[src/rtl/cond_pkg.sv]
// Condition codes, NZCV bit positions and the E-stage control bundle.
// Shared by the condition checker, the pipeline registers and the bench.
package cond_pkg;

  localparam logic [3:0] COND_EQ = 4'b0000;
  localparam logic [3:0] COND_NE = 4'b0001;
  localparam logic [3:0] COND_CS = 4'b0010;
  localparam logic [3:0] COND_CC = 4'b0011;
  localparam logic [3:0] COND_MI = 4'b0100;
  localparam logic [3:0] COND_PL = 4'b0101;
  localparam logic [3:0] COND_VS = 4'b0110;
  localparam logic [3:0] COND_VC = 4'b0111;
  localparam logic [3:0] COND_HI = 4'b1000;
  localparam logic [3:0] COND_LS = 4'b1001;
  localparam logic [3:0] COND_GE = 4'b1010;
  localparam logic [3:0] COND_LT = 4'b1011;
  localparam logic [3:0] COND_GT = 4'b1100;
  localparam logic [3:0] COND_LE = 4'b1101;
  localparam logic [3:0] COND_AL = 4'b1110;
  localparam logic [3:0] COND_NV = 4'b1111;

  localparam int unsigned FLAG_N = 3;
  localparam int unsigned FLAG_Z = 2;
  localparam int unsigned FLAG_C = 1;
  localparam int unsigned FLAG_V = 0;

  typedef struct packed {
    logic       pcs;
    logic       regw;
    logic       memw;
    logic       flagw;
    logic       memtoreg;
    logic       alusrc;
    logic       nowrite;
    logic [1:0] alu_ctl;
    logic [3:0] cond;
  } e_ctrl_t;

  localparam int unsigned E_CTRL_W = $bits(e_ctrl_t);

  // A bubble must not write anything; AL keeps it harmless if it ever reaches the checker.
  localparam e_ctrl_t E_BUBBLE = '{pcs: 1'b0, regw: 1'b0, memw: 1'b0, flagw: 1'b0,
                                   memtoreg: 1'b0, alusrc: 1'b0, nowrite: 1'b0,
                                   alu_ctl: 2'b00, cond: COND_AL};

endpackage

[src/rtl/cond_exec_pipe_if.sv]
// Decode-side control bundle in, gated E/M/W controls and flags out.
// master = decoder/hazard side driving it, slave = the condition pipeline.
interface cond_exec_pipe_if;
  logic       PCSD, RegWD, MemWD, FlagWD, MemtoRegD, ALUSrcD, NoWriteD;
  logic [1:0] ALUControlD;
  logic [3:0] CondD;
  logic [3:0] ALUFlagsE;
  logic       StallE, FlushE;
  logic [1:0] ALUControlE;
  logic       ALUSrcE, MemtoRegE, PCSrcE;
  logic       PCSrcM, PCSrcW, RegWriteM, RegWriteW, MemWriteM, MemtoRegM, MemtoRegW;
  logic [3:0] FlagsQ;

  modport master (
    output PCSD, RegWD, MemWD, FlagWD, MemtoRegD, ALUSrcD, NoWriteD, ALUControlD, CondD,
           ALUFlagsE, StallE, FlushE,
    input  ALUControlE, ALUSrcE, MemtoRegE, PCSrcE, PCSrcM, PCSrcW, RegWriteM, RegWriteW,
           MemWriteM, MemtoRegM, MemtoRegW, FlagsQ
  );

  modport slave (
    input  PCSD, RegWD, MemWD, FlagWD, MemtoRegD, ALUSrcD, NoWriteD, ALUControlD, CondD,
           ALUFlagsE, StallE, FlushE,
    output ALUControlE, ALUSrcE, MemtoRegE, PCSrcE, PCSrcM, PCSrcW, RegWriteM, RegWriteW,
           MemWriteM, MemtoRegM, MemtoRegW, FlagsQ
  );
endinterface

[src/rtl/cond_check.sv]
// ARM condition evaluation: (cond, NZCV) -> execute. Purely combinational, 0 latency.
// No state, no backpressure; 1111 never executes.
module cond_check
  import cond_pkg::*;
(
  input  logic [3:0] cond,
  input  logic [3:0] flags,
  output logic       cond_ex
);

  logic n, z, c, v;
  assign n = flags[FLAG_N];
  assign z = flags[FLAG_Z];
  assign c = flags[FLAG_C];
  assign v = flags[FLAG_V];

  always_comb begin
    cond_ex = 1'b0;
    case (cond)
      COND_EQ: cond_ex = z;
      COND_NE: cond_ex = !z;
      COND_CS: cond_ex = c;
      COND_CC: cond_ex = !c;
      COND_MI: cond_ex = n;
      COND_PL: cond_ex = !n;
      COND_VS: cond_ex = v;
      COND_VC: cond_ex = !v;
      COND_HI: cond_ex = c & !z;
      COND_LS: cond_ex = !c | z;
      COND_GE: cond_ex = (n == v);
      COND_LT: cond_ex = (n != v);
      COND_GT: cond_ex = !z & (n == v);
      COND_LE: cond_ex = z | (n != v);
      COND_AL: cond_ex = 1'b1;
      default: cond_ex = 1'b0;
    endcase
  end

endmodule

[src/rtl/cond_exec_pipe.sv]
// Registers decode controls into E, gates write enables on the condition, owns NZCV, pipes to M/W.
// D->E 1 cycle, E->M 1, M->W 1; StallE holds E only, M/W always advance, FlushE wins over StallE.
module cond_exec_pipe
  import cond_pkg::*;
(
  input  logic             CLK,
  input  logic             RESETn,
  cond_exec_pipe_if.slave  bus
);

  e_ctrl_t    e_d, e_q;
  logic [3:0] flags_d, flags_q;
  logic       pcsrc_m_d, pcsrc_m_q, regwrite_m_d, regwrite_m_q;
  logic       memwrite_m_d, memwrite_m_q, memtoreg_m_d, memtoreg_m_q;
  logic       pcsrc_w_d, pcsrc_w_q, regwrite_w_d, regwrite_w_q, memtoreg_w_d, memtoreg_w_q;
  logic       cond_ex_e, pcsrc_e, regwrite_e, memwrite_e, flagwrite_e;

  cond_check u_cond_check (
    .cond    (e_q.cond),
    .flags   (flags_q),
    .cond_ex (cond_ex_e)
  );

  assign pcsrc_e     = e_q.pcs & cond_ex_e;
  assign regwrite_e  = e_q.regw & cond_ex_e & !e_q.nowrite;
  assign memwrite_e  = e_q.memw & cond_ex_e;
  // CMP/CMN set NoWrite but must still update flags.
  assign flagwrite_e = e_q.flagw & cond_ex_e;

  always_comb begin
    e_d = e_q;
    if (bus.FlushE) begin
      e_d = E_BUBBLE;
    end else if (!bus.StallE) begin
      e_d = '{pcs: bus.PCSD, regw: bus.RegWD, memw: bus.MemWD, flagw: bus.FlagWD,
              memtoreg: bus.MemtoRegD, alusrc: bus.ALUSrcD, nowrite: bus.NoWriteD,
              alu_ctl: bus.ALUControlD, cond: bus.CondD};
    end
  end

  always_comb begin
    flags_d      = flagwrite_e ? bus.ALUFlagsE : flags_q;
    pcsrc_m_d    = pcsrc_e;
    regwrite_m_d = regwrite_e;
    memwrite_m_d = memwrite_e;
    memtoreg_m_d = e_q.memtoreg;
    pcsrc_w_d    = pcsrc_m_q;
    regwrite_w_d = regwrite_m_q;
    memtoreg_w_d = memtoreg_m_q;
  end

  always_ff @(posedge CLK or negedge RESETn) begin
    if (!RESETn) begin
      e_q          <= E_BUBBLE;
      flags_q      <= 4'b0000;
      pcsrc_m_q    <= 1'b0;
      regwrite_m_q <= 1'b0;
      memwrite_m_q <= 1'b0;
      memtoreg_m_q <= 1'b0;
      pcsrc_w_q    <= 1'b0;
      regwrite_w_q <= 1'b0;
      memtoreg_w_q <= 1'b0;
    end else begin
      e_q          <= e_d;
      flags_q      <= flags_d;
      pcsrc_m_q    <= pcsrc_m_d;
      regwrite_m_q <= regwrite_m_d;
      memwrite_m_q <= memwrite_m_d;
      memtoreg_m_q <= memtoreg_m_d;
      pcsrc_w_q    <= pcsrc_w_d;
      regwrite_w_q <= regwrite_w_d;
      memtoreg_w_q <= memtoreg_w_d;
    end
  end

  assign bus.ALUControlE = e_q.alu_ctl;
  assign bus.ALUSrcE     = e_q.alusrc;
  assign bus.MemtoRegE   = e_q.memtoreg;
  assign bus.PCSrcE      = pcsrc_e;
  assign bus.PCSrcM      = pcsrc_m_q;
  assign bus.PCSrcW      = pcsrc_w_q;
  assign bus.RegWriteM   = regwrite_m_q;
  assign bus.RegWriteW   = regwrite_w_q;
  assign bus.MemWriteM   = memwrite_m_q;
  assign bus.MemtoRegM   = memtoreg_m_q;
  assign bus.MemtoRegW   = memtoreg_w_q;
  assign bus.FlagsQ      = flags_q;

endmodule

[src/flat_wrapper.sv]
// flat-port wrapper written by rule: the top's interface ports become plain ports
module cond_exec_pipe_flat import cond_pkg::*;
  (CLK, RESETn, bus_PCSD, bus_RegWD, bus_MemWD, bus_FlagWD, bus_MemtoRegD, bus_ALUSrcD, bus_NoWriteD, bus_ALUControlD, bus_CondD, bus_ALUFlagsE, bus_StallE, bus_FlushE, bus_ALUControlE, bus_ALUSrcE, bus_MemtoRegE, bus_PCSrcE, bus_PCSrcM, bus_PCSrcW, bus_RegWriteM, bus_RegWriteW, bus_MemWriteM, bus_MemtoRegM, bus_MemtoRegW, bus_FlagsQ);
  cond_exec_pipe_if bus_i ();
  input  logic CLK;
  input  logic RESETn;
  input wire logic [$bits(bus_i.PCSD)-1:0] bus_PCSD;
  input wire logic [$bits(bus_i.RegWD)-1:0] bus_RegWD;
  input wire logic [$bits(bus_i.MemWD)-1:0] bus_MemWD;
  input wire logic [$bits(bus_i.FlagWD)-1:0] bus_FlagWD;
  input wire logic [$bits(bus_i.MemtoRegD)-1:0] bus_MemtoRegD;
  input wire logic [$bits(bus_i.ALUSrcD)-1:0] bus_ALUSrcD;
  input wire logic [$bits(bus_i.NoWriteD)-1:0] bus_NoWriteD;
  input wire logic [$bits(bus_i.ALUControlD)-1:0] bus_ALUControlD;
  input wire logic [$bits(bus_i.CondD)-1:0] bus_CondD;
  input wire logic [$bits(bus_i.ALUFlagsE)-1:0] bus_ALUFlagsE;
  input wire logic [$bits(bus_i.StallE)-1:0] bus_StallE;
  input wire logic [$bits(bus_i.FlushE)-1:0] bus_FlushE;
  output wire logic [$bits(bus_i.ALUControlE)-1:0] bus_ALUControlE;
  output wire logic [$bits(bus_i.ALUSrcE)-1:0] bus_ALUSrcE;
  output wire logic [$bits(bus_i.MemtoRegE)-1:0] bus_MemtoRegE;
  output wire logic [$bits(bus_i.PCSrcE)-1:0] bus_PCSrcE;
  output wire logic [$bits(bus_i.PCSrcM)-1:0] bus_PCSrcM;
  output wire logic [$bits(bus_i.PCSrcW)-1:0] bus_PCSrcW;
  output wire logic [$bits(bus_i.RegWriteM)-1:0] bus_RegWriteM;
  output wire logic [$bits(bus_i.RegWriteW)-1:0] bus_RegWriteW;
  output wire logic [$bits(bus_i.MemWriteM)-1:0] bus_MemWriteM;
  output wire logic [$bits(bus_i.MemtoRegM)-1:0] bus_MemtoRegM;
  output wire logic [$bits(bus_i.MemtoRegW)-1:0] bus_MemtoRegW;
  output wire logic [$bits(bus_i.FlagsQ)-1:0] bus_FlagsQ;
  assign bus_i.PCSD = bus_PCSD;
  assign bus_i.RegWD = bus_RegWD;
  assign bus_i.MemWD = bus_MemWD;
  assign bus_i.FlagWD = bus_FlagWD;
  assign bus_i.MemtoRegD = bus_MemtoRegD;
  assign bus_i.ALUSrcD = bus_ALUSrcD;
  assign bus_i.NoWriteD = bus_NoWriteD;
  assign bus_i.ALUControlD = bus_ALUControlD;
  assign bus_i.CondD = bus_CondD;
  assign bus_i.ALUFlagsE = bus_ALUFlagsE;
  assign bus_i.StallE = bus_StallE;
  assign bus_i.FlushE = bus_FlushE;
  assign bus_ALUControlE = bus_i.ALUControlE;
  assign bus_ALUSrcE = bus_i.ALUSrcE;
  assign bus_MemtoRegE = bus_i.MemtoRegE;
  assign bus_PCSrcE = bus_i.PCSrcE;
  assign bus_PCSrcM = bus_i.PCSrcM;
  assign bus_PCSrcW = bus_i.PCSrcW;
  assign bus_RegWriteM = bus_i.RegWriteM;
  assign bus_RegWriteW = bus_i.RegWriteW;
  assign bus_MemWriteM = bus_i.MemWriteM;
  assign bus_MemtoRegM = bus_i.MemtoRegM;
  assign bus_MemtoRegW = bus_i.MemtoRegW;
  assign bus_FlagsQ = bus_i.FlagsQ;
  cond_exec_pipe u_core (.CLK(CLK), .RESETn(RESETn), .bus(bus_i));
endmodule
[config.mk]
export PLATFORM = sky130hd
export DESIGN_NAME = cond_exec_pipe_flat
export DESIGN_NICKNAME = d
export VERILOG_FILES = /design/src/rtl/cond_pkg.sv /design/src/rtl/cond_exec_pipe_if.sv /design/src/rtl/cond_check.sv /design/src/rtl/cond_exec_pipe.sv /design/src/flat_wrapper.sv
export SDC_FILE = /design/constraint.sdc
export NUM_CORES = 1
export LEC_CHECK = 0
export CAP_MARGIN = 20
export CORE_ASPECT_RATIO = 0.7
export CORE_MARGIN = 8
export CORE_UTILIZATION = 40
export CTS_BUF_LIST = sky130_fd_sc_hd__clkbuf_4 sky130_fd_sc_hd__clkbuf_8
export DETAILED_ROUTE_END_ITERATION = 10
export PLACE_DENSITY = 0.69
export SYNTH_ARGS = -nofsm -noshare
export SYNTH_HDL_FRONTEND = slang
export SYNTH_HIERARCHICAL = 1
export SYNTH_SLANG_ARGS = --single-unit
[constraint.sdc]
create_clock -name CLK -period 3.2 [get_ports CLK]
set_clock_uncertainty 0.2 [all_clocks]
set_input_delay 0.64 -clock CLK [delete_from_list [all_inputs] [get_ports CLK]]
set_output_delay 0.64 -clock CLK [all_outputs]
set_load 0.005 [all_outputs]
==> qor.csv <==
metric,value,unit
Post-Route WL,2490,um
IO Port Bufs,36,
mux share of post-synthesis cell area,0.145,
crit-path cells,mux2_4 -> a21oi_1 -> o211ai_1 -> a211o_1 -> and2_1 -> dlymetal6s2s_1,
Adder-Cell Fraction of Synth Area,0,
drt first pass iters,4,
post-synthesis cell area,0.00110,mm2
P_leak,0.000720,uW
CTS HTree Levels,1,
Post-synth EDFFs,0,
Crit. Startpoint,u_core/e_q[2]$_DFFE_PN1P_,
Tcrit/Tclk final,0.912,
1st-iter DRT viols,69,
sequential cell area fraction in the yosys report,0.549,
RSZ-0062 raised after global routing,no,
Setup crit end kind,primary output,
Setup Viol. Count Final,0,
RR Endpoint,u_core/bus.FlagsQ[0]$_DFFE_PN0P_,
status,"complete, no violations",
max reg flops,9,
Die ar.,0.00471,mm2
"non-filler cells, final",168,
Layout area overhead,43.5,%
Bufs on Longest Clock Path,2,
"FF+latch count, synth",24,
Synth Net Count,113,
Worst-Margin Slew,783,ps
Detail Route Antenna Nets,0,
root buf cell,clkbuf_8,
Simple-Gate Fraction of Synth Area,0.134,
Setup TNS,0,ps
HP Start,u_core/bus.PCSrcM$_DFF_PN0_,
cell depth of the worst hold path,0,
"IR drop worst, VDD",0.300,mV
Syn Area/Cell,12.0,um2
total track usage,0.112,
WP data required,2360,ps
fill count,235,
hpwl dp,1740,um
WHS Endpoint,u_core/bus.PCSrcW$_DFF_PN0_,
Synth warnings,6,
Largest Register,u_core/e_q,
"Slew Viols, Final",0,
first-pass GRT wire length,4090,um
wire per inst,14.8,um
worst reg2reg path startpoint,u_core/e_q[2]$_DFFE_PN1P_,
most frequent cells in the layout,"clkdlybuf4s50_1 (35), dfrtp_1 (19), nor2_1 (13)",
crit path max fanout,7,
Residual DRC,0,
final hold vios,0,
layout cell share with drive strength beyond 1,0.174,
DR vias,837,
ys async rst share,1.00,
fmax,0.343,GHz
Mapped Cells,92,
Critical Path Max Stage Delay,600,ps
clock tree sinks,24,
antenna cells,0,
"Power, Total",914,uW
Nets,154,
CP max-delay cell,dfstp_2,
power density cells,578,mW/mm2
Synth cell types,28,
"commonest non-fill, non-tap cell in the layout",clkdlybuf4s50_1,
crit path DAT,2080,ps
CTS Buf Count,3,
vias in the first global route,889,
CTS tree,done,
"reg-to-reg slack, setup",600,ps
I/O pin count,37,
Util after Layout,0.585,
Die H,59.9,um
largest net degree at the start of global routing,25,
Horiz. Die Dim,78.7,um
"Worst Path Class, Setup",reg2out,
minimum clock period,2920,ps
largest family of logic cells by synthesized area,multiplexers,
CP Launch Type,register,
Main synth FF type,dfrtp_1,
num rows,16,
clk slew on worst S/H paths,90,ps
vias per cell,4.98,
total grt overflow,0,
max-cap violations,0,
Initial Utilization,0.407,
depth of the most critical reg-to-reg path,8,
antenna violations before repair,0,
GPL Wtd Cong,0.657,
worst hold path class,reg2reg,
Core ar.,0.00270,mm2
"Clk Latency, worst-skew pair",270,ps
Synth Area in Compound Gates,0.0943,
Synth Area in XOR/XNOR,0.0227,
Cells after DPL,158,
Rel. slew slack,0.476,
## timing repair
| item | 4_1_cts | 5_1_grt |
|---|---|---|
| endpoints found under the setup margin | 1 | 1 |
| hold buffers | 0 | 0 |
| gates resized for setup | 2 | 2 |
| pin swaps | 2 | 1 |
| hold endpoints to repair | 0 | 0 |
| setup buffers | 5 | 1 |
## routing by layer
metal  GRT usage  wire length (um)  up-vias
met1       0.127              1040      409
met4      0.0236                17        0
met3      0.0556               191        5
li1            -                 -      398
met2       0.187              1250       25
met5           0                 0        -
## Yosys cell counts (2+ instances only)
master,number,area (um2)
and2_1,2,12.5
a21oi_1,3,15.0
nand2b_1,2,12.5
dfstp_2,3,78.8
buf_2,2,10.0
dfrtp_1,21,526
o211ai_1,2,15.0
a211o_1,5,43.8
nor3_1,2,10.0
buf_4,2,15.0
mux2i_1,10,100
nor2b_1,4,25.0
nor2_1,13,48.8
mux2_2,4,45.0
nand2_1,4,15.0
## area by class of cell
type | instances | area (um2) | share of cell area
Timing Repair Buffer | 43 | 415 | 0.263
Clock buffer | 3 | 41.3 | 0.0261
Multi-Input combinational cell | 61 | 442 | 0.279
Clock inverter | 1 | 30.0 | 0.0190
Tap cell | 36 | 45.0 | 0.0285
Sequential cell | 24 | 607 | 0.384
## cell families after synthesis
logic type             count (synthesis)
AND/OR/NAND/NOR                       30
XOR/XNOR                               2
multiplexers                          15
buffers and inverters                  7
flip-flops                            24
AO/OA/AOI/OAI                         14
## metrics by stage
stage / hold WS [ps] / setup slack (ps) / instance area [um2]
finish: 179 / 281 / 1580
global placement: 159 / 276 / 1450
floorplan: 144 / 787 / 1100
CTS: 181 / 17.6 / 1570
detailed placement: 161 / 242 / 1450
global route: 196 / 179 / 1580
## where the power goes
group	leakage, uW	total (uW)	internal, uW	switching [uW]
Clock	0.0000357	267	167	99.2
Sequential	0.000303	397	345	51.9
Combinational	0.000381	251	162	88.7
## critical path, delay by kind of cell, from the launching register on
kind | cells | cell delay (ps)
AO/OA/AOI/OAI | 3 | 580
buffers and inverters | 1 | 150
flip-flops | 1 | 600
multiplexers | 1 | 320
AND/OR/NAND/NOR | 1 | 160
## how the worst max path moves through the flow
stage | end | slack [ps] | cells past startpoint
final | bus_PCSrcE | 280 | 6
after global routing | bus_PCSrcE | 180 | 6
after CTS | bus_PCSrcE | 20 | 6
after detailed placement | bus_PCSrcE | 240 | 6
after global placement | bus_PCSrcE | 280 | 6
after floorplan | bus_PCSrcE | 790 | 5
No activity file was read; power rests on OpenSTA's default activity.
